--- config.mk ---
export PLATFORM = sky130hd
export DESIGN_NAME = fifo_sync_param_flat
export DESIGN_NICKNAME = d
export VERILOG_FILES = /design/src/rtl/fifo_pkg.sv /design/src/rtl/fifo_sync_param_if.sv /design/src/rtl/fifo_mem.sv /design/src/rtl/fifo_sync_param.sv /design/src/flat_wrapper.sv
export SDC_FILE = /design/constraint.sdc
export NUM_CORES = 1
export LEC_CHECK = 0
export BUFFER_PORTS_ARGS = -buffer_cell sky130_fd_sc_hd__buf_4
export CORE_UTILIZATION = 50
export CTS_CLUSTER_SIZE = 8
export DETAILED_ROUTE_END_ITERATION = 7
export HOLD_SLACK_MARGIN = 0.02
export PLACE_DENSITY = 0.66
export SYNTH_ARGS = -nofsm -noshare
export SYNTH_HDL_FRONTEND = slang
export SYNTH_HIERARCHICAL = 1
export SYNTH_SLANG_ARGS = --single-unit
--- constraint.sdc ---
create_clock -name clk -period 3 [get_ports clk]
set_input_delay 0.15 -clock clk [delete_from_list [all_inputs] [get_ports clk]]
set_output_delay 0.15 -clock clk [all_outputs]
set_load 0.02 [all_outputs]
--- src/rtl/fifo_pkg.sv ---
// Constants shared by the FIFO family.
package fifo_pkg;
    localparam int FIFO_MODE_STD  = 0;
    localparam int FIFO_MODE_FWFT = 1;
endpackage

--- src/rtl/fifo_sync_param_if.sv ---
// Producer/consumer bus of the single-clock FIFO. The slave modport is the FIFO side.
interface fifo_sync_param_if #(
    parameter int DATA_WIDTH = 8,
    parameter int DEPTH      = 32
);
    localparam int CNT_WIDTH = $clog2(DEPTH + 1);

    logic                  write_en;
    logic [DATA_WIDTH-1:0] data_in;
    logic                  read_en;
    logic [DATA_WIDTH-1:0] data_out;
    logic                  empty;
    logic                  full;
    logic                  almost_empty;
    logic                  almost_full;
    logic [CNT_WIDTH-1:0]  count;
    logic                  overflow;
    logic                  underflow;

    modport master (
        output write_en, data_in, read_en,
        input  data_out, empty, full, almost_empty, almost_full, count, overflow, underflow
    );

    modport slave (
        input  write_en, data_in, read_en,
        output data_out, empty, full, almost_empty, almost_full, count, overflow, underflow
    );
endinterface

--- src/rtl/fifo_mem.sv ---
// DEPTH x DATA_WIDTH register array: synchronous write, asynchronous read, no reset.
module fifo_mem #(
    parameter int DATA_WIDTH = 8,
    parameter int DEPTH      = 32
) (
    input  logic                          clk,
    input  logic                          we_i,
    input  logic [$clog2(DEPTH)-1:0]      waddr_i,
    input  logic [DATA_WIDTH-1:0]         wdata_i,
    input  logic [$clog2(DEPTH)-1:0]      raddr_i,
    output logic [DATA_WIDTH-1:0]         rdata_o
);
    logic [DATA_WIDTH-1:0] mem_q [DEPTH];

    always_ff @(posedge clk) begin
        if (we_i) begin
            mem_q[waddr_i] <= wdata_i;
        end
    end

    assign rdata_o = mem_q[raddr_i];
endmodule

--- src/rtl/fifo_sync_param.sv ---
// Single-clock FIFO, any DEPTH>=2; standard mode reads in 1 cycle, FWFT shows head after the write edge.
// Writes are refused when full unless a read retires the same edge; refused requests pulse overflow/underflow.
module fifo_sync_param
    import fifo_pkg::*;
#(
    parameter int DATA_WIDTH = 8,
    parameter int DEPTH      = 32,
    parameter int AF_THRESH  = DEPTH - 2,
    parameter int AE_THRESH  = 2,
    parameter int FWFT       = FIFO_MODE_STD
) (
    input  logic             clk,
    input  logic             reset,
    fifo_sync_param_if.slave fifo_if
);
    localparam int ADDR_WIDTH = $clog2(DEPTH);
    localparam int CNT_WIDTH  = $clog2(DEPTH + 1);

    logic [ADDR_WIDTH-1:0] wr_ptr_q, wr_ptr_d;
    logic [ADDR_WIDTH-1:0] rd_ptr_q, rd_ptr_d;
    logic [CNT_WIDTH-1:0]  cnt_q, cnt_d;
    logic                  ovf_q, ovf_d;
    logic                  udf_q, udf_d;
    logic                  empty, full;
    logic                  wr_acc, rd_acc;
    logic [DATA_WIDTH-1:0] mem_rdata;

    assign empty = (cnt_q == '0);
    assign full  = (cnt_q == CNT_WIDTH'(DEPTH));

    // A read retiring the head frees a slot for a same-edge write even when full.
    assign rd_acc = fifo_if.read_en && !empty;
    assign wr_acc = fifo_if.write_en && (!full || rd_acc);

    always_comb begin
        wr_ptr_d = wr_ptr_q;
        rd_ptr_d = rd_ptr_q;
        cnt_d    = cnt_q;
        ovf_d    = fifo_if.write_en && !wr_acc;
        udf_d    = fifo_if.read_en && !rd_acc;
        if (wr_acc) begin
            wr_ptr_d = (wr_ptr_q == ADDR_WIDTH'(DEPTH - 1)) ? '0 : wr_ptr_q + 1'b1;
        end
        if (rd_acc) begin
            rd_ptr_d = (rd_ptr_q == ADDR_WIDTH'(DEPTH - 1)) ? '0 : rd_ptr_q + 1'b1;
        end
        case ({wr_acc, rd_acc})
            2'b10:   cnt_d = cnt_q + CNT_WIDTH'(1);
            2'b01:   cnt_d = cnt_q - CNT_WIDTH'(1);
            default: cnt_d = cnt_q;
        endcase
    end

    always_ff @(posedge clk) begin
        if (reset) begin
            wr_ptr_q <= '0;
            rd_ptr_q <= '0;
            cnt_q    <= '0;
            ovf_q    <= 1'b0;
            udf_q    <= 1'b0;
        end else begin
            wr_ptr_q <= wr_ptr_d;
            rd_ptr_q <= rd_ptr_d;
            cnt_q    <= cnt_d;
            ovf_q    <= ovf_d;
            udf_q    <= udf_d;
        end
    end

    fifo_mem #(
        .DATA_WIDTH(DATA_WIDTH),
        .DEPTH     (DEPTH)
    ) u_mem (
        .clk    (clk),
        .we_i   (wr_acc && !reset),
        .waddr_i(wr_ptr_q),
        .wdata_i(fifo_if.data_in),
        .raddr_i(rd_ptr_q),
        .rdata_o(mem_rdata)
    );

    generate
        if (FWFT == FIFO_MODE_FWFT) begin : g_fwft
            assign fifo_if.data_out = mem_rdata;
        end else begin : g_std
            logic [DATA_WIDTH-1:0] dout_q;
            always_ff @(posedge clk) begin
                if (reset) begin
                    dout_q <= '0;
                end else if (rd_acc) begin
                    dout_q <= mem_rdata;
                end
            end
            assign fifo_if.data_out = dout_q;
        end
    endgenerate

    assign fifo_if.empty        = empty;
    assign fifo_if.full         = full;
    assign fifo_if.almost_empty = (cnt_q <= CNT_WIDTH'(AE_THRESH));
    assign fifo_if.almost_full  = (cnt_q >= CNT_WIDTH'(AF_THRESH));
    assign fifo_if.count        = cnt_q;
    assign fifo_if.overflow     = ovf_q;
    assign fifo_if.underflow    = udf_q;
endmodule

--- src/flat_wrapper.sv ---
// flat-port wrapper written by rule: the top's interface ports become plain ports
module fifo_sync_param_flat import fifo_pkg::*;
#(
    parameter int DATA_WIDTH = 8,
    parameter int DEPTH      = 32,
    parameter int AF_THRESH  = DEPTH - 2,
    parameter int AE_THRESH  = 2,
    parameter int FWFT       = FIFO_MODE_STD
)
  (clk, reset, fifo_if_write_en, fifo_if_data_in, fifo_if_read_en, fifo_if_data_out, fifo_if_empty, fifo_if_full, fifo_if_almost_empty, fifo_if_almost_full, fifo_if_count, fifo_if_overflow, fifo_if_underflow);
  fifo_sync_param_if #(.DATA_WIDTH(DATA_WIDTH), .DEPTH(DEPTH)) fifo_if_i ();
  input  logic clk;
  input  logic reset;
  input wire logic [$bits(fifo_if_i.write_en)-1:0] fifo_if_write_en;
  input wire logic [$bits(fifo_if_i.data_in)-1:0] fifo_if_data_in;
  input wire logic [$bits(fifo_if_i.read_en)-1:0] fifo_if_read_en;
  output wire logic [$bits(fifo_if_i.data_out)-1:0] fifo_if_data_out;
  output wire logic [$bits(fifo_if_i.empty)-1:0] fifo_if_empty;
  output wire logic [$bits(fifo_if_i.full)-1:0] fifo_if_full;
  output wire logic [$bits(fifo_if_i.almost_empty)-1:0] fifo_if_almost_empty;
  output wire logic [$bits(fifo_if_i.almost_full)-1:0] fifo_if_almost_full;
  output wire logic [$bits(fifo_if_i.count)-1:0] fifo_if_count;
  output wire logic [$bits(fifo_if_i.overflow)-1:0] fifo_if_overflow;
  output wire logic [$bits(fifo_if_i.underflow)-1:0] fifo_if_underflow;
  assign fifo_if_i.write_en = fifo_if_write_en;
  assign fifo_if_i.data_in = fifo_if_data_in;
  assign fifo_if_i.read_en = fifo_if_read_en;
  assign fifo_if_data_out = fifo_if_i.data_out;
  assign fifo_if_empty = fifo_if_i.empty;
  assign fifo_if_full = fifo_if_i.full;
  assign fifo_if_almost_empty = fifo_if_i.almost_empty;
  assign fifo_if_almost_full = fifo_if_i.almost_full;
  assign fifo_if_count = fifo_if_i.count;
  assign fifo_if_overflow = fifo_if_i.overflow;
  assign fifo_if_underflow = fifo_if_i.underflow;
  fifo_sync_param #(.DATA_WIDTH(DATA_WIDTH), .DEPTH(DEPTH), .AF_THRESH(AF_THRESH), .AE_THRESH(AE_THRESH), .FWFT(FWFT)) u_core (.clk(clk), .reset(reset), .fifo_if(fifo_if_i));
endmodule
* Word-level counts from Yosys, hierarchy flattened *
Memory sizes are Yosys's and may differ from the RTL's. A register that Yosys moved wholly into a read port is not among the register bits.
Index checks and enable logic that the tools add are counted.

word-level totals
  logic and storage cells = 35
  RAM bits = 256
  memories kept = 1
  flip-flop bits (word level) = 18
  input port bits = 12
  output and inout bits = 20

cells by class
  muxes and demuxes = 5
  reductions and logical operators = 13
  add/subtract/negate cells = 4
  eq/ne operators = 5
  order comparisons = 2

memories
  name                words  width  rd ports  clocked after memory_dff  wr ports  RTL line        source
  u_core.u_mem.mem_q  32     8      1         1                         1         fifo_mem.sv:13  logic [DATA_WIDTH-1:0] mem_q [DEPTH];

operators by type and width
  cell                 count
  $pmux 6 s2           1
  $add 5x1->5 const B  2
  $eq 5x5->1 const B   2
  $mux 5               2
  $add 6x1->6 const B  1
  $eq 6x6->1 const B   1
  $ge 6x5->1 const B   1
  $le 6x2->1 const B   1
  $logic_not 6->1      1
  $sub 6x1->6 const B  1
  $logic_and 1x1->1    5
  $logic_not 1->1      5
  $eq 2x1->1 const B   1
  $eq 2x2->1 const B   1
  $mux 1               2
  $reduce_bool 2->1    1
  $logic_or 1x1->1     1

* Depth between registers and ports, before layout *
Gate-level depths: netlist of run 1.

  depth after elaboration = 8
  depth in mapped cells = 11
  gate-level depth less buffers = 10

* Modules after synthesis *
The synthesis of run 1 kept the hierarchy.

modules (own cells, without submodules)
  module           times used  area each (um^2)  seq. area each (um^2)  cells an instance
  fifo_mem         1           9893.2            7687.4                 409
  fifo_sync_param  1           1313.8            520.5                  137

* Worst setup path before layout of run 1 *
Ideal clock, no wire load.

  path kind = register to register
  from = register u_core.cnt_q[2] (netlist: u_core/fifo_if.count[2])
  to = register u_core.cnt_q[5] (netlist: u_core/fifo_if.count[5])
  library setup time = 0.121 ns
  path buffers = 1
  required time = 2.879 ns
  cell stages (with the launch flop) = 11
  path slack = 0.176 ns
  period minus slack after synthesis = 2.824 ns
  arrival time = 2.704 ns
  cell sequence = dfxtp_1 > or4_4 > o31ai_4 > buf_6 > nor2_2 > ha_1 > a211oi_1 > o21bai_1 > a21oi_1 > mux2i_1 > mux2_2

on the way
  word-level cells in the longest chain between the ends = 7
  elaborated cells between the ends (all ways) = 13
  those cells by class = add/sub (2); eq/ne (3); mux (1); reduce/logical (7)

RTL lines
  what                                                    RTL line               source
  start, declared                                         fifo_sync_param.sv:21  logic [CNT_WIDTH-1:0] cnt_q, cnt_d;
  start signal, assigned                                  fifo_sync_param.sv:64  cnt_q <= cnt_d;
  $logic_not 6->1                                         fifo_sync_param.sv:28  assign empty = (cnt_q == '0);
  $logic_not 1->1                                         fifo_sync_param.sv:32  assign rd_acc = fifo_if.read_en && !empty;
  $logic_and 1x1->1                                       fifo_sync_param.sv:32
  $logic_or 1x1->1                                        fifo_sync_param.sv:33  assign wr_acc = fifo_if.write_en && (!full || rd_acc);
  $logic_and 1x1->1                                       fifo_sync_param.sv:33
  $eq 2x1->1 / $eq 2x2->1 (equally long branches)         fifo_sync_param.sv:47  case ({wr_acc, rd_acc})
  $pmux 6 s2 / $reduce_bool 2->1 (equally long branches)  -

Parallel ways exist; a longest one is shown, timed or not.
A chain may end at the register's enable or synchronous reset.

* Worst setup path in the final report of run 1 *
Same ends and word-level chain as after synthesis.

==> qor.json, run 1 <==
{
  "clock_tree": {
    "clockRootBuffer": "sky130_fd_sc_hd__clkbuf_16",
    "tritoncts_num_sinks": 282,
    "insertion_delay_ns": 0.51,
    "cts_setup_buffers": 0,
    "cts-root-to-sink-buffers": 3,
    "cts_tree": "yes",
    "clkSlewWorstSetupHoldPaths_ns": 0.05,
    "htree_levels": 2,
    "cts_made_buffers": 41
  },
  "route": {
    "avgViaCountPerCell": 5.77,
    "drt_first_pass_iters": 5,
    "via_count": 5497,
    "drtIter0Drc": 517,
    "finalWirelength_um": 22500,
    "antenna_violating_nets_post_route": 0,
    "wire_per_inst_um": 23.6,
    "detail_route.drc_violations": 0
  },
  "outcome": {
    "status": "finished clean"
  },
  "worst_setup_path": {
    "worstPathArrival_ns": 3.18,
    "timing.critical_path.required_ns": 3.39,
    "timing.setup.critical_path_class": "register to register",
    "worst-path-max-fanout": 7,
    "cp_endpoint_kind": "register",
    "startpoint_type": "register"
  },
  "synth": {
    "synth-edff-count": 256,
    "synth-warning-count": 6,
    "yosysUniqueCellTypes": 41,
    "postSynthCellCount": 546,
    "synth-main-ff-cell": "sky130_fd_sc_hd__edfxtp_1",
    "ys_top_cells_by_count": "sky130_fd_sc_hd__edfxtp_1 (256), sky130_fd_sc_hd__mux4_2 (80), sky130_fd_sc_hd__nor2_1 (56)",
    "synthTopCellsByArea": "sky130_fd_sc_hd__edfxtp_1 (69%), sky130_fd_sc_hd__mux4_2 (16%), sky130_fd_sc_hd__dfxtp_1 (4.6%)",
    "async_flop_share_pct": 0,
    "synth_fp_nets": 567,
    "post-synth-top-area-cell": "sky130_fd_sc_hd__edfxtp_1",
    "syn_area_um2": 11200,
    "yosysTopAreaCellShare_pct": 68.6,
    "synth_most_common_cell": "sky130_fd_sc_hd__edfxtp_1",
    "avgSynthCellArea_um2": 20.5,
    "synth_seq_area_share_pct": 73.2,
    "synth-seq-cells": 282
  },
  "global_route": {
    "grt_antenna_before_repair": 0,
    "pin_count_of_the_biggest_net_entering_global_routing": 38,
    "grt_use_total_pct": 20.5,
    "grt_first_pass_wirelength_um": 34000,
    "via_count_of_the_first_global_routing_pass": 5624,
    "grt_overflow_total": 0
  },
  "sta": {
    "max_slew_violation_count": 0,
    "setup_viol": 0,
    "final_hold_violating_endpoints": 0,
    "achievable-frequency_mhz": 359,
    "fin_worst_hold_slack_ns": 0.0654,
    "postLayoutSetupSlackWorst_ns": 0.211,
    "rsz_0062_raised_after_global_routing": "no",
    "final.min_clock_period_ns": 2.79,
    "timing.clock.skew_ns": 0.0145,
    "min_period_over_period_pct": 93.0,
    "max_slew_margin_pct": 36.6,
    "fin_setup_tns_ns": 0,
    "timing_worst_slew_pin_value_ns": 0.950
  },
  "finish": {
    "final_cells": 953,
    "num-nets-final": 662,
    "post_route_cells_drive_above_1_share_pct": 32.8,
    "n_fill_cell": 1570,
    "insertedDiodeCount": 0,
    "multi_input_area_um2": 2850,
    "seqCellArea_um2": 8210,
    "area.growth.synth_to_final_pct": 18.3
  },
  "die": {
    "initial_core_utilization_pct": 51.2,
    "dieWidth_um": 152,
    "fp_rows": 54,
    "floorplan.die_area_um2": 23000,
    "core-area_um2": 21900,
    "floorplan.io_pins": 32,
    "dieHeight_um": 152
  },
  "placed_design": {
    "place.detailed.instances": 875,
    "pre_cts_slack_ns": 0.212,
    "dp_hpwl_um": 14000,
    "place.port_buffers": 31,
    "routability_congestion_estimate_from_global_placement": 0.833
  },
  "job": {
    "max_cap_viol_count": 0
  },
  "power_and_ir_drop": {
    "power.ir.vdd_worst_mv": 0.433,
    "power_density_nw_per_um2": 823,
    "post-layout-total-power_uw": 10900,
    "power_leakage_uw": 0.00437
  },
  "hold_path": {
    "min_path_type": "input pin to register"
  }
}
sequential cells by signal, summed over array words and instances (netlist names):
name	count
u_core/fifo_if.overflow	1
u_core/fifo_if.count	6
u_core/rd_ptr_q	5
u_core/fifo_if.data_out	8
u_core/fifo_if.underflow	1
u_core/wr_ptr_q	5
u_core/u_mem/mem_q	256
power by group:
part	switching [uW]	total (uW)	internal, uW
logic	981	2080	1100
registers	210	4610	4400
clock network	1560	4210	2660
total	2750	10900	8160
path summary, 6_finish.rpt:
check,end,slack [ns],depth (start not counted),start
setup / recovery,u_core/fifo_if.count[5],0.21,9,u_core/fifo_if.count[2]
hold / removal,u_core/u_mem/mem_q[28][1],0.07,1,fifo_if_data_in[1]
setup reg to reg,u_core/fifo_if.count[5],0.21,9,u_core/fifo_if.count[2]
hold reg to reg,u_core/fifo_if.data_out[5],0.50,2,u_core/fifo_if.data_out[5]
cells in the final DEF (no fill, tap or decap), types with 3 or more instances in the layout:
cell and count:
sky130_fd_sc_hd__inv_1 3, sky130_fd_sc_hd__buf_4 72, sky130_fd_sc_hd__edfxtp_1 256, sky130_fd_sc_hd__or3_1 3, sky130_fd_sc_hd__ha_1 8, sky130_fd_sc_hd__dlygate4sd3_1 3, sky130_fd_sc_hd__o21ai_0 7, sky130_fd_sc_hd__nor2_1 56
sky130_fd_sc_hd__buf_12 3, sky130_fd_sc_hd__mux2i_1 16, sky130_fd_sc_hd__a21oi_1 9, sky130_fd_sc_hd__clkbuf_1 30, sky130_fd_sc_hd__nand3b_1 5, sky130_fd_sc_hd__mux4_2 80, sky130_fd_sc_hd__or3b_2 3, sky130_fd_sc_hd__xnor2_1 3
sky130_fd_sc_hd__nor3_1 3, sky130_fd_sc_hd__nand3_1 5, sky130_fd_sc_hd__clkbuf_16 43, sky130_fd_sc_hd__dfxtp_1 24, sky130_fd_sc_hd__mux2_2 9
kinds of logic (layout without fill, tap and decap cells):
| kind of cell | count (synthesis) | count (layout) | share of synthesized area (%) |
|---|---|---|---|
| xor+xnor | 3 | 3 | 0.234 |
| buf+inv | 29 | 156 | 1.36 |
| mux | 105 | 105 | 18.4 |
| simple gates | 91 | 91 | 4.09 |
| compound gates | 27 | 27 | 1.60 |
| fa+ha+maj | 9 | 9 | 1.07 |
| flops | 282 | 282 | 73.2 |
stage by stage:
step / cell area (um^2) / utilization [%]
global route: 13300 / 60.6
global placement: 12000 / 54.9
floorplan: 11200 / -
detailed placement: 12000 / 54.9
finish: 13300 / 60.6
CTS: 13300 / 60.6
critical path: stages, from the launching register on:
cell	delay, ns
sky130_fd_sc_hd__dfxtp_1	0.36
sky130_fd_sc_hd__or4_4	0.58
sky130_fd_sc_hd__o31ai_4	0.21
sky130_fd_sc_hd__nor2_2	0.11
sky130_fd_sc_hd__ha_1	0.31
sky130_fd_sc_hd__a211oi_1	0.26
sky130_fd_sc_hd__o21bai_1	0.13
sky130_fd_sc_hd__a21oi_2	0.16
sky130_fd_sc_hd__mux2i_1	0.21
sky130_fd_sc_hd__mux2_2	0.34
per-layer routing:
metal,up-vias,GRT usage (%),wire length [um]
met3,30,3.68,1240
met4,0,6.24,365
met1,2875,30.3,10000
met5,-,0,0
li1,2451,-,-
met2,141,31.5,10800
cell type report:
| cell class | instances | share of cell area [%] |
|---|---|---|
| Multi-Input combinational cell | 235 | 21.5 |
| Clock inverter | 2 | 0.132 |
| Timing Repair Buffer | 78 | 4.76 |
| Inverter | 3 | 0.0849 |
| Clock buffer | 73 | 8.96 |
| Sequential cell | 282 | 61.9 |
| Tap cell | 280 | 2.64 |
timing repair:
item | 4_1_cts | 5_1_grt
hold buffers | 3 | 0
hold endpoints to repair | 15 | 0
setup endpoints to repair | 0 | 1
resized for setup | 0 | 1
Power figures use the tool's default switching activity.
==> inputs of run 2 (changes only) <==
Settings changed: CORE_MARGIN set to 2.
==> run 2 against run 1 <==
Via count grew 0.75%. Count of clock-buffer cells in the layout shrank 5. Clock power decreased by 4.8%. Sequential cell count did not move. Utilization decreased by 0.22 points. Sequential share of layout area up 0.23 points. Hold slack improved by 0.019 ns. Maximum frequency down 0.91%. Critical path depth unchanged. Highest routed layer unchanged. Sequential power hardly changed. Register-to-register slack lost 0.03 ns.
==> qor.json, run 2 (synthesized netlist as in run 1, its figures left out) <==
{
  "outcome": {
    "status": {"value": "finished clean", "change": "unchanged"}
  },
  "sta": {
    "max_slew_violation_count": {"value": 0, "change": "unchanged"},
    "final_hold_violating_endpoints": {"value": 0, "change": "unchanged"},
    "timing_worst_slew_pin_value": {"value": 0.865, "unit": "ns", "change": "was 0.950 ns"},
    "setup_viol": {"value": 0, "change": "unchanged"},
    "final.min_clock_period": {"value": 2.81, "unit": "ns", "change": "was 2.79 ns"},
    "timing.clock.skew": {"value": 0.0146, "unit": "ns", "change": "was 0.0145 ns"},
    "fin_setup_tns": {"value": 0, "unit": "ns", "change": "unchanged"},
    "min_period_over_period": {"value": 93.8, "unit": "%", "change": "was 93.0%"},
    "fin_worst_hold_slack": {"value": 0.0843, "unit": "ns", "change": "was 0.0654 ns"},
    "rsz_0062_raised_after_global_routing": {"value": "no", "change": "unchanged"},
    "max_slew_margin": {"value": 42.2, "unit": "%", "change": "was 36.6%"},
    "achievable-frequency": {"value": 355, "unit": "MHz", "change": "was 359 MHz"}
  },
  "job": {
    "max_cap_viol_count": {"value": 0, "change": "unchanged"}
  },
  "worst_setup_path": {
    "crit-reg2reg-launch": {"value": "u_core/fifo_if.count[2]", "change": "unchanged"},
    "ff2ff_setup_slack": {"value": 0.19, "unit": "ns", "change": "was 0.21 ns"},
    "worst_path_max_delay_cell": {"value": "sky130_fd_sc_hd__or4_4", "change": "unchanged"},
    "crit_path_cell_trace": {"value": "or4_4 -> o31ai_4 -> nor2_2 -> ha_1 -> a211oi_1 -> o21bai_1 -> a21oi_1 -> mux2i_1 -> mux2_2", "change": "was or4_4 -> o31ai_4 -> nor2_2 -> ha_1 -> a211oi_1 -> o21bai_1 -> a21oi_2 -> mux2i_1 -> mux2_2"},
    "worstPathArrival": {"value": 3.20, "unit": "ns", "change": "was 3.18 ns"},
    "cp_endpoint_kind": {"value": "register", "change": "unchanged"},
    "delay_of_the_slowest_critical_path_stage": {"value": 0.58, "unit": "ns", "change": "about the same"},
    "timing.setup.critical_path_class": {"value": "register to register", "change": "unchanged"},
    "worstReg2RegEnd": {"value": "u_core/fifo_if.count[5]", "change": "unchanged"},
    "worst_setup_path_startpoint": {"value": "u_core/fifo_if.count[2]", "change": "unchanged"},
    "timing.critical_path.required": {"value": 3.39, "unit": "ns", "change": "about the same"},
    "worst_r2r_path_depth": {"value": 9, "change": "unchanged"},
    "worst-path-max-fanout": {"value": 7, "change": "unchanged"},
    "startpoint_type": {"value": "register", "change": "unchanged"}
  },
  "clock_tree": {
    "cts_setup_buffers": {"value": 0, "change": "unchanged"},
    "ctsHoldBuffers": {"value": 3, "change": "unchanged"},
    "clockRootBuffer": {"value": "sky130_fd_sc_hd__clkbuf_16", "change": "unchanged"},
    "clkSlewWorstSetupHoldPaths": {"value": 0.05, "unit": "ns", "change": "about the same"},
    "cts-root-to-sink-buffers": {"value": 3, "change": "unchanged"},
    "cts_made_buffers": {"value": 41, "change": "unchanged"},
    "cts-resized-gates": {"value": 0, "change": "unchanged"},
    "tritoncts_num_sinks": {"value": 282, "change": "unchanged"},
    "cts_tree": {"value": "yes", "change": "unchanged"},
    "htree_levels": {"value": 2, "change": "unchanged"},
    "insertion_delay": {"value": 0.50, "unit": "ns", "change": "was 0.51 ns"}
  },
  "route": {
    "antenna_violating_nets_post_route": {"value": 0, "change": "unchanged"},
    "avgViaCountPerCell": {"value": 5.85, "change": "was 5.77"},
    "drt_first_pass_iters": {"value": 5, "change": "unchanged"},
    "via_count": {"value": 5538, "change": "was 5497"},
    "wire_per_inst": {"value": 23.8, "unit": "um", "change": "was 23.6 um"},
    "finalWirelength": {"value": 22500, "unit": "um", "change": "about the same"},
    "drtIter0Drc": {"value": 578, "change": "was 517"},
    "detail_route.drc_violations": {"value": 0, "change": "unchanged"}
  },
  "global_route": {
    "grt_antenna_before_repair": {"value": 0, "change": "unchanged"},
    "gr_busiest_metal": {"value": "met2", "change": "unchanged"},
    "grt_first_pass_wirelength": {"value": 34400, "unit": "um", "change": "was 34000 um"},
    "grt_use_total": {"value": 19.6, "unit": "%", "change": "was 20.5%"},
    "grt_use_met3": {"value": 3.97, "unit": "%", "change": "was 3.68%"},
    "via_count_of_the_first_global_routing_pass": {"value": 5685, "change": "was 5624"},
    "pin_count_of_the_biggest_net_entering_global_routing": {"value": 38, "change": "unchanged"},
    "grt_util_met1": {"value": 29.3, "unit": "%", "change": "was 30.3%"},
    "grt_overflow_total": {"value": 0, "change": "unchanged"},
    "met2_usage": {"value": 29.7, "unit": "%", "change": "was 31.5%"}
  },
  "power_and_ir_drop": {
    "power.switching_fraction": {"value": 25.2, "unit": "%", "change": "about the same"},
    "seq_power_share": {"value": 43.0, "unit": "%", "change": "was 42.3%"},
    "p_sw": {"value": 2710, "unit": "uW", "change": "was 2750 uW"},
    "combPwrFrac": {"value": 19.7, "unit": "%", "change": "was 19.1%"},
    "pwr-share-clk": {"value": 37.3, "unit": "%", "change": "was 38.6%"},
    "power.ir.vdd_worst": {"value": 0.367, "unit": "mV", "change": "was 0.433 mV"},
    "power_report.internal_total": {"value": 8050, "unit": "uW", "change": "was 8160 uW"},
    "power_density": {"value": 814, "unit": "nW/um^2", "change": "was 823 nW/um^2"},
    "power_leakage": {"value": 0.00434, "unit": "uW", "change": "was 0.00437 uW"}
  },
  "placed_design": {
    "place.port_buffers": {"value": 31, "change": "unchanged"},
    "placement.cell_area": {"value": 12000, "unit": "um^2", "change": "about the same"},
    "dp_hpwl": {"value": 14000, "unit": "um", "change": "about the same"},
    "routability_congestion_estimate_from_global_placement": {"value": 0.775, "change": "was 0.833"}
  },
  "die": {
    "core-area": {"value": 21900, "unit": "um^2", "change": "unchanged"},
    "dieHeight": {"value": 154, "unit": "um", "change": "was 152 um"},
    "dieWidth": {"value": 154, "unit": "um", "change": "was 152 um"},
    "initial_core_utilization": {"value": 51.2, "unit": "%", "change": "unchanged"},
    "floorplan.io_pins": {"value": 32, "change": "unchanged"},
    "fp_rows": {"value": 54, "change": "unchanged"},
    "floorplan.die_area": {"value": 23600, "unit": "um^2", "change": "was 23000 um^2"}
  },
  "hold_path": {
    "min_path_type": {"value": "input pin to register", "change": "unchanged"},
    "hold_depth": {"value": 1, "change": "unchanged"},
    "hp-start": {"value": "fifo_if_data_in[1]", "change": "unchanged"},
    "timing.hold.worst_endpoint": {"value": "u_core/u_mem/mem_q[1][1]", "change": "was u_core/u_mem/mem_q[28][1]"}
  },
  "finish": {
    "final_common_cell": {"value": "sky130_fd_sc_hd__edfxtp_1", "change": "unchanged"},
    "post_route_cells_drive_above_1_share": {"value": 32.5, "unit": "%", "change": "was 32.8%"},
    "largest_reg_flops": {"value": 256, "change": "unchanged"},
    "layout.cells.most_common_list": {"value": "sky130_fd_sc_hd__edfxtp_1 (256), sky130_fd_sc_hd__mux4_2 (80), sky130_fd_sc_hd__buf_4 (70)", "change": "was sky130_fd_sc_hd__edfxtp_1 (256), sky130_fd_sc_hd__mux4_2 (80), sky130_fd_sc_hd__buf_4 (72)"},
    "final_design_area_no_fill": {"value": 13200, "unit": "um^2", "change": "was 13300 um^2"},
    "num-nets-final": {"value": 662, "change": "unchanged"},
    "top_register": {"value": "u_core/u_mem/mem_q", "change": "unchanged"},
    "insertedDiodeCount": {"value": 0, "change": "unchanged"},
    "area.growth.synth_to_final": {"value": 17.9, "unit": "%", "change": "was 18.3%"},
    "final_core_utilization": {"value": 60.4, "unit": "%", "change": "was 60.6%"}
  }
}
==> run 2: worst max-delay path by stage <==
stage	end	cells past startpoint
finish	u_core/fifo_if.count[5]	9
global route	u_core/fifo_if.count[5]	9
CTS	u_core/fifo_if.count[5]	9
detailed placement	u_core/fifo_if.count[5]	9
global placement	u_core/fifo_if.count[5]	9
floorplan	u_core/fifo_if.count[5]	10
==> run 2: area by class of cell <==
class                      instances  area (um^2)
clock buffer                      68         1130
clock inverter                     1         8.76
fill                            1564         8680
inverter                           3         11.3
multi-input combinational        235         2850
sequential                       282         8210
tap                              280          350
timing repair buffer              78          656
==> run 2: critical path, delay by kind of cell (launching register included) <==
family,cells,cell delay (ns)
AO/OA/AOI/OAI,4,0.78
flip-flops,1,0.36
AND/OR/NAND/NOR,2,0.70
multiplexers,2,0.56
adder cells (fa/ha/maj),1,0.30
==> run 2: routing by layer <==
| layer | up-vias | wire length (um) |
|---|---|---|
| met4 | 0 | 566 |
| met3 | 41 | 1240 |
| met2 | 170 | 10600 |
| met5 | - | 0 |
| li1 | 2453 | - |
| met1 | 2874 | 10100 |
==> run 2: per-stage QoR <==
stage,instances,setup WS (ns),total power [uW]
6_report,947,0.185,10800
5_1_grt,947,0.0184,11200
4_1_cts,947,0.192,10900
3_5_place_dp,875,0.204,6830
3_3_place_gp,875,0.258,6770
2_1_floorplan,546,0.176,6150
==> run 2: power by group through the flow <==
stage               clock network, uW  logic, uW  registers, uW
finish                           4010       2120           4620
global route                     4270       2260           4650
CTS                              4100       2140           4630
detailed placement                  0       2120           4710
global placement                    0       2080           4690
floorplan                           0       1500           4650
==> inputs of run 3 (changes only) <==
Settings changed: CORE_UTILIZATION 50 to 25, MAX_ROUTING_LAYER set to met4, PLACE_DENSITY 0.66 to 0.39.
==> run 3 against run 2 <==
Utilization is 29 points lower. Hold slack worse by 0.0051 ns. Final area is 3.6% higher. Maximum frequency is 1.8% higher. Clock power is 6.5% higher. Wire length is 20% higher. Sequential share of layout area is 2.2 points lower. Setup slack better by 0.050 ns. Total power is 2.6% higher. Non-clock buffer count is 3 higher. Register-to-register slack better by 0.05 ns. Largest power group unchanged.
==> qor.json, run 3 (synthesized netlist as in run 1, its figures left out) <==
{
  "clock_tree": {
    "htree_levels": {"value": 2, "change": "unchanged"},
    "cts-root-to-sink-buffers": {"value": 3, "change": "unchanged"},
    "cts_tree": {"value": "yes", "change": "unchanged"},
    "cts_setup_buffers": {"value": 0, "change": "unchanged"},
    "cts_made_buffers": {"value": 41, "change": "unchanged"},
    "tritoncts_num_sinks": {"value": 282, "change": "unchanged"},
    "clkSlewWorstSetupHoldPaths": {"value": 0.05, "unit": "ns", "change": "about the same"},
    "insertion_delay": {"value": 0.52, "unit": "ns", "change": "was 0.50 ns"},
    "clockRootBuffer": {"value": "sky130_fd_sc_hd__clkbuf_16", "change": "unchanged"}
  },
  "sta": {
    "min_period_over_period": {"value": 92.2, "unit": "%", "change": "was 93.8%"},
    "timing.clock.skew": {"value": 0.0134, "unit": "ns", "change": "was 0.0146 ns"},
    "achievable-frequency": {"value": 362, "unit": "MHz", "change": "was 355 MHz"},
    "fin_setup_tns": {"value": 0, "unit": "ns", "change": "unchanged"},
    "setup_viol": {"value": 0, "change": "unchanged"},
    "final_hold_violating_endpoints": {"value": 0, "change": "unchanged"},
    "final.min_clock_period": {"value": 2.76, "unit": "ns", "change": "was 2.81 ns"},
    "timing_worst_slew_pin_value": {"value": 1.05, "unit": "ns", "change": "was 0.865 ns"},
    "postLayoutSetupSlackWorst": {"value": 0.235, "unit": "ns", "change": "was 0.185 ns"},
    "rsz_0062_raised_after_global_routing": {"value": "no", "change": "unchanged"},
    "max_slew_margin": {"value": 29.6, "unit": "%", "change": "was 42.2%"},
    "max_slew_violation_count": {"value": 0, "change": "unchanged"}
  },
  "die": {
    "floorplan.io_pins": {"value": 32, "change": "unchanged"},
    "initial_core_utilization": {"value": 25.3, "unit": "%", "change": "was 51.2%"},
    "floorplan.die_area": {"value": 46500, "unit": "um^2", "change": "was 23600 um^2"},
    "dieHeight": {"value": 216, "unit": "um", "change": "was 154 um"},
    "core-area": {"value": 44200, "unit": "um^2", "change": "was 21900 um^2"},
    "dieWidth": {"value": 216, "unit": "um", "change": "was 154 um"},
    "fp_rows": {"value": 77, "change": "was 54"}
  },
  "worst_setup_path": {
    "timing.critical_path.required": {"value": 3.40, "unit": "ns", "change": "was 3.39 ns"},
    "worst_r2r_path_depth": {"value": 9, "change": "unchanged"},
    "worst_path_max_delay_cell": {"value": "sky130_fd_sc_hd__or4_4", "change": "unchanged"},
    "ff2ff_setup_slack": {"value": 0.24, "unit": "ns", "change": "was 0.19 ns"},
    "worstPathArrival": {"value": 3.16, "unit": "ns", "change": "was 3.20 ns"},
    "worst_setup_path_endpoint": {"value": "u_core/fifo_if.count[5]", "change": "unchanged"},
    "timing.critical_path.depth": {"value": 9, "change": "unchanged"},
    "delay_of_the_slowest_critical_path_stage": {"value": 0.58, "unit": "ns", "change": "about the same"},
    "timing.setup.critical_path_class": {"value": "register to register", "change": "unchanged"},
    "worst_setup_path_startpoint": {"value": "u_core/fifo_if.count[2]", "change": "unchanged"},
    "category_of_cells_accounting_for_the_largest_share_of_critical_path_delay": {"value": "compound AO/OA/AOI/OAI gates", "change": "unchanged"},
    "worst-path-max-fanout": {"value": 7, "change": "unchanged"},
    "crit_path_cell_trace": {"value": "or4_4 -> o31ai_4 -> nor2_2 -> ha_1 -> o21ai_0 -> o21bai_1 -> a21oi_1 -> mux2i_1 -> mux2_2", "change": "was or4_4 -> o31ai_4 -> nor2_2 -> ha_1 -> a211oi_1 -> o21bai_1 -> a21oi_1 -> mux2i_1 -> mux2_2"},
    "crit-reg2reg-launch": {"value": "u_core/fifo_if.count[2]", "change": "unchanged"},
    "critical_path_buf_inv_count": {"value": 0, "change": "unchanged"},
    "worstReg2RegEnd": {"value": "u_core/fifo_if.count[5]", "change": "unchanged"},
    "cp_endpoint_kind": {"value": "register", "change": "unchanged"},
    "startpoint_type": {"value": "register", "change": "unchanged"}
  },
  "finish": {
    "largest_reg_flops": {"value": 256, "change": "unchanged"},
    "layout.cells.most_common_list": {"value": "sky130_fd_sc_hd__edfxtp_1 (256), sky130_fd_sc_hd__mux4_2 (80), sky130_fd_sc_hd__buf_4 (74)", "change": "was sky130_fd_sc_hd__edfxtp_1 (256), sky130_fd_sc_hd__mux4_2 (80), sky130_fd_sc_hd__buf_4 (70)"},
    "area.growth.synth_to_final": {"value": 22.2, "unit": "%", "change": "was 17.9%"},
    "final_core_utilization": {"value": 31.0, "unit": "%", "change": "was 60.4%"},
    "final_common_cell": {"value": "sky130_fd_sc_hd__edfxtp_1", "change": "unchanged"},
    "num-nets-final": {"value": 665, "change": "was 662"},
    "top_register": {"value": "u_core/u_mem/mem_q", "change": "unchanged"},
    "post_route_cells_drive_above_1_share": {"value": 32.9, "unit": "%", "change": "was 32.5%"},
    "insertedDiodeCount": {"value": 0, "change": "unchanged"}
  },
  "placed_design": {
    "place.port_buffers": {"value": 31, "change": "unchanged"},
    "dp_hpwl": {"value": 17100, "unit": "um", "change": "was 14000 um"},
    "routability_congestion_estimate_from_global_placement": {"value": 0.754, "change": "was 0.775"},
    "pre_cts_slack": {"value": 0.228, "unit": "ns", "change": "was 0.204 ns"}
  },
  "route": {
    "finalWirelength": {"value": 27000, "unit": "um", "change": "was 22500 um"},
    "detail_route.drc_violations": {"value": 0, "change": "unchanged"},
    "wire_per_inst": {"value": 21.3, "unit": "um", "change": "was 23.8 um"},
    "via_count": {"value": 5558, "change": "was 5538"},
    "drtIter0Drc": {"value": 389, "change": "was 578"},
    "antenna_violating_nets_post_route": {"value": 0, "change": "unchanged"},
    "avgViaCountPerCell": {"value": 4.38, "change": "was 5.85"},
    "drt_first_pass_iters": {"value": 4, "change": "was 5"}
  },
  "global_route": {
    "grt_first_pass_wirelength": {"value": 40100, "unit": "um", "change": "was 34400 um"},
    "grt_antenna_before_repair": {"value": 0, "change": "unchanged"},
    "via_count_of_the_first_global_routing_pass": {"value": 5884, "change": "was 5685"},
    "grt_use_total": {"value": 12.1, "unit": "%", "change": "was 19.6%"},
    "grt_overflow_total": {"value": 0, "change": "unchanged"},
    "pin_count_of_the_biggest_net_entering_global_routing": {"value": 38, "change": "unchanged"}
  },
  "job": {
    "max_cap_viol_count": {"value": 0, "change": "unchanged"}
  },
  "power_and_ir_drop": {
    "power_density": {"value": 806, "unit": "nW/um^2", "change": "was 814 nW/um^2"},
    "post-layout-total-power": {"value": 11000, "unit": "uW", "change": "was 10800 uW"},
    "power_leakage": {"value": 0.00440, "unit": "uW", "change": "was 0.00434 uW"},
    "power.ir.vdd_worst": {"value": 0.428, "unit": "mV", "change": "was 0.367 mV"}
  },
  "hold_path": {
    "min_path_type": {"value": "input pin to register", "change": "unchanged"}
  },
  "outcome": {
    "status": {"value": "finished clean", "change": "unchanged"}
  }
}
[run 3: cell types whose count changed in the layout (fill, tap and decap cells not counted)]
cell	before	now
sky130_fd_sc_hd__clkinv_1	0	1
sky130_fd_sc_hd__clkbuf_16	41	43
sky130_fd_sc_hd__clkbuf_1	27	30
sky130_fd_sc_hd__inv_6	0	1
sky130_fd_sc_hd__clkinv_4	1	0
sky130_fd_sc_hd__buf_12	5	4
sky130_fd_sc_hd__clkbuf_8	0	1
sky130_fd_sc_hd__buf_4	70	74
[run 3: cell type report]
type	count	area, um^2
clock buffers	74	1200
clock inverters	2	12.5
repair buffers	81	666
multi-input cells	235	2850
fillers	4215	30500
inverters	3	11.3
flip-flops and latches	282	8210
well taps	592	741
[run 3: what timing repair did]
| item | 4_1_cts | 5_1_grt |
|---|---|---|
| hold endpoints to repair | 14 | 0 |
| hold buffers | 3 | 0 |
| gates resized for setup | 0 | 0 |
[run 3: report_power, final]
group	internal [uW]	leakage, uW	switching (uW)	total (uW)
Combinational	1110	0.00130	1040	2140
Sequential	4400	0.00252	216	4620
Clock	2680	0.000579	1590	4270
Total	8190	0.00440	2850	11000
[run 3: worst min-delay path by stage]
stage | from | cells past startpoint | endpoint | slack, ns
finish | fifo_if_data_in[6] | 1 | u_core/u_mem/mem_q[17][6] | 0.08
global route | fifo_if_data_in[6] | 1 | u_core/u_mem/mem_q[17][6] | 0.08
CTS | fifo_if_data_in[6] | 1 | u_core/u_mem/mem_q[29][6] | 0.08
detailed placement | fifo_if_read_en | 2 | u_core/fifo_if.underflow | 0.46
global placement | fifo_if_read_en | 2 | u_core/fifo_if.underflow | 0.45
floorplan | fifo_if_data_in[0] | 0 | u_core/u_mem/mem_q[0][0] | 0.25
[run 3: per-layer routing]
metal,GRT usage (%),vias up,wire length (um)
met5,-,-,0
met3,2.64,41,1890
li1,-,2464,-
met4,2.67,0,403
met2,18.9,134,12700
met1,16.2,2919,11900
[run 3: through the flow]
| step | std cells | hold WS [ns] | cell area, um^2 |
|---|---|---|---|
| after CTS | 1269 | 0.0823 | 13700 |
| final | 1269 | 0.0792 | 13700 |
| after global routing | 1269 | 0.0823 | 13700 |
| after detailed placement | 1190 | 0.458 | 12400 |
| after global placement | 1190 | 0.453 | 12400 |
| after floorplan | 546 | 0.249 | 11200 |
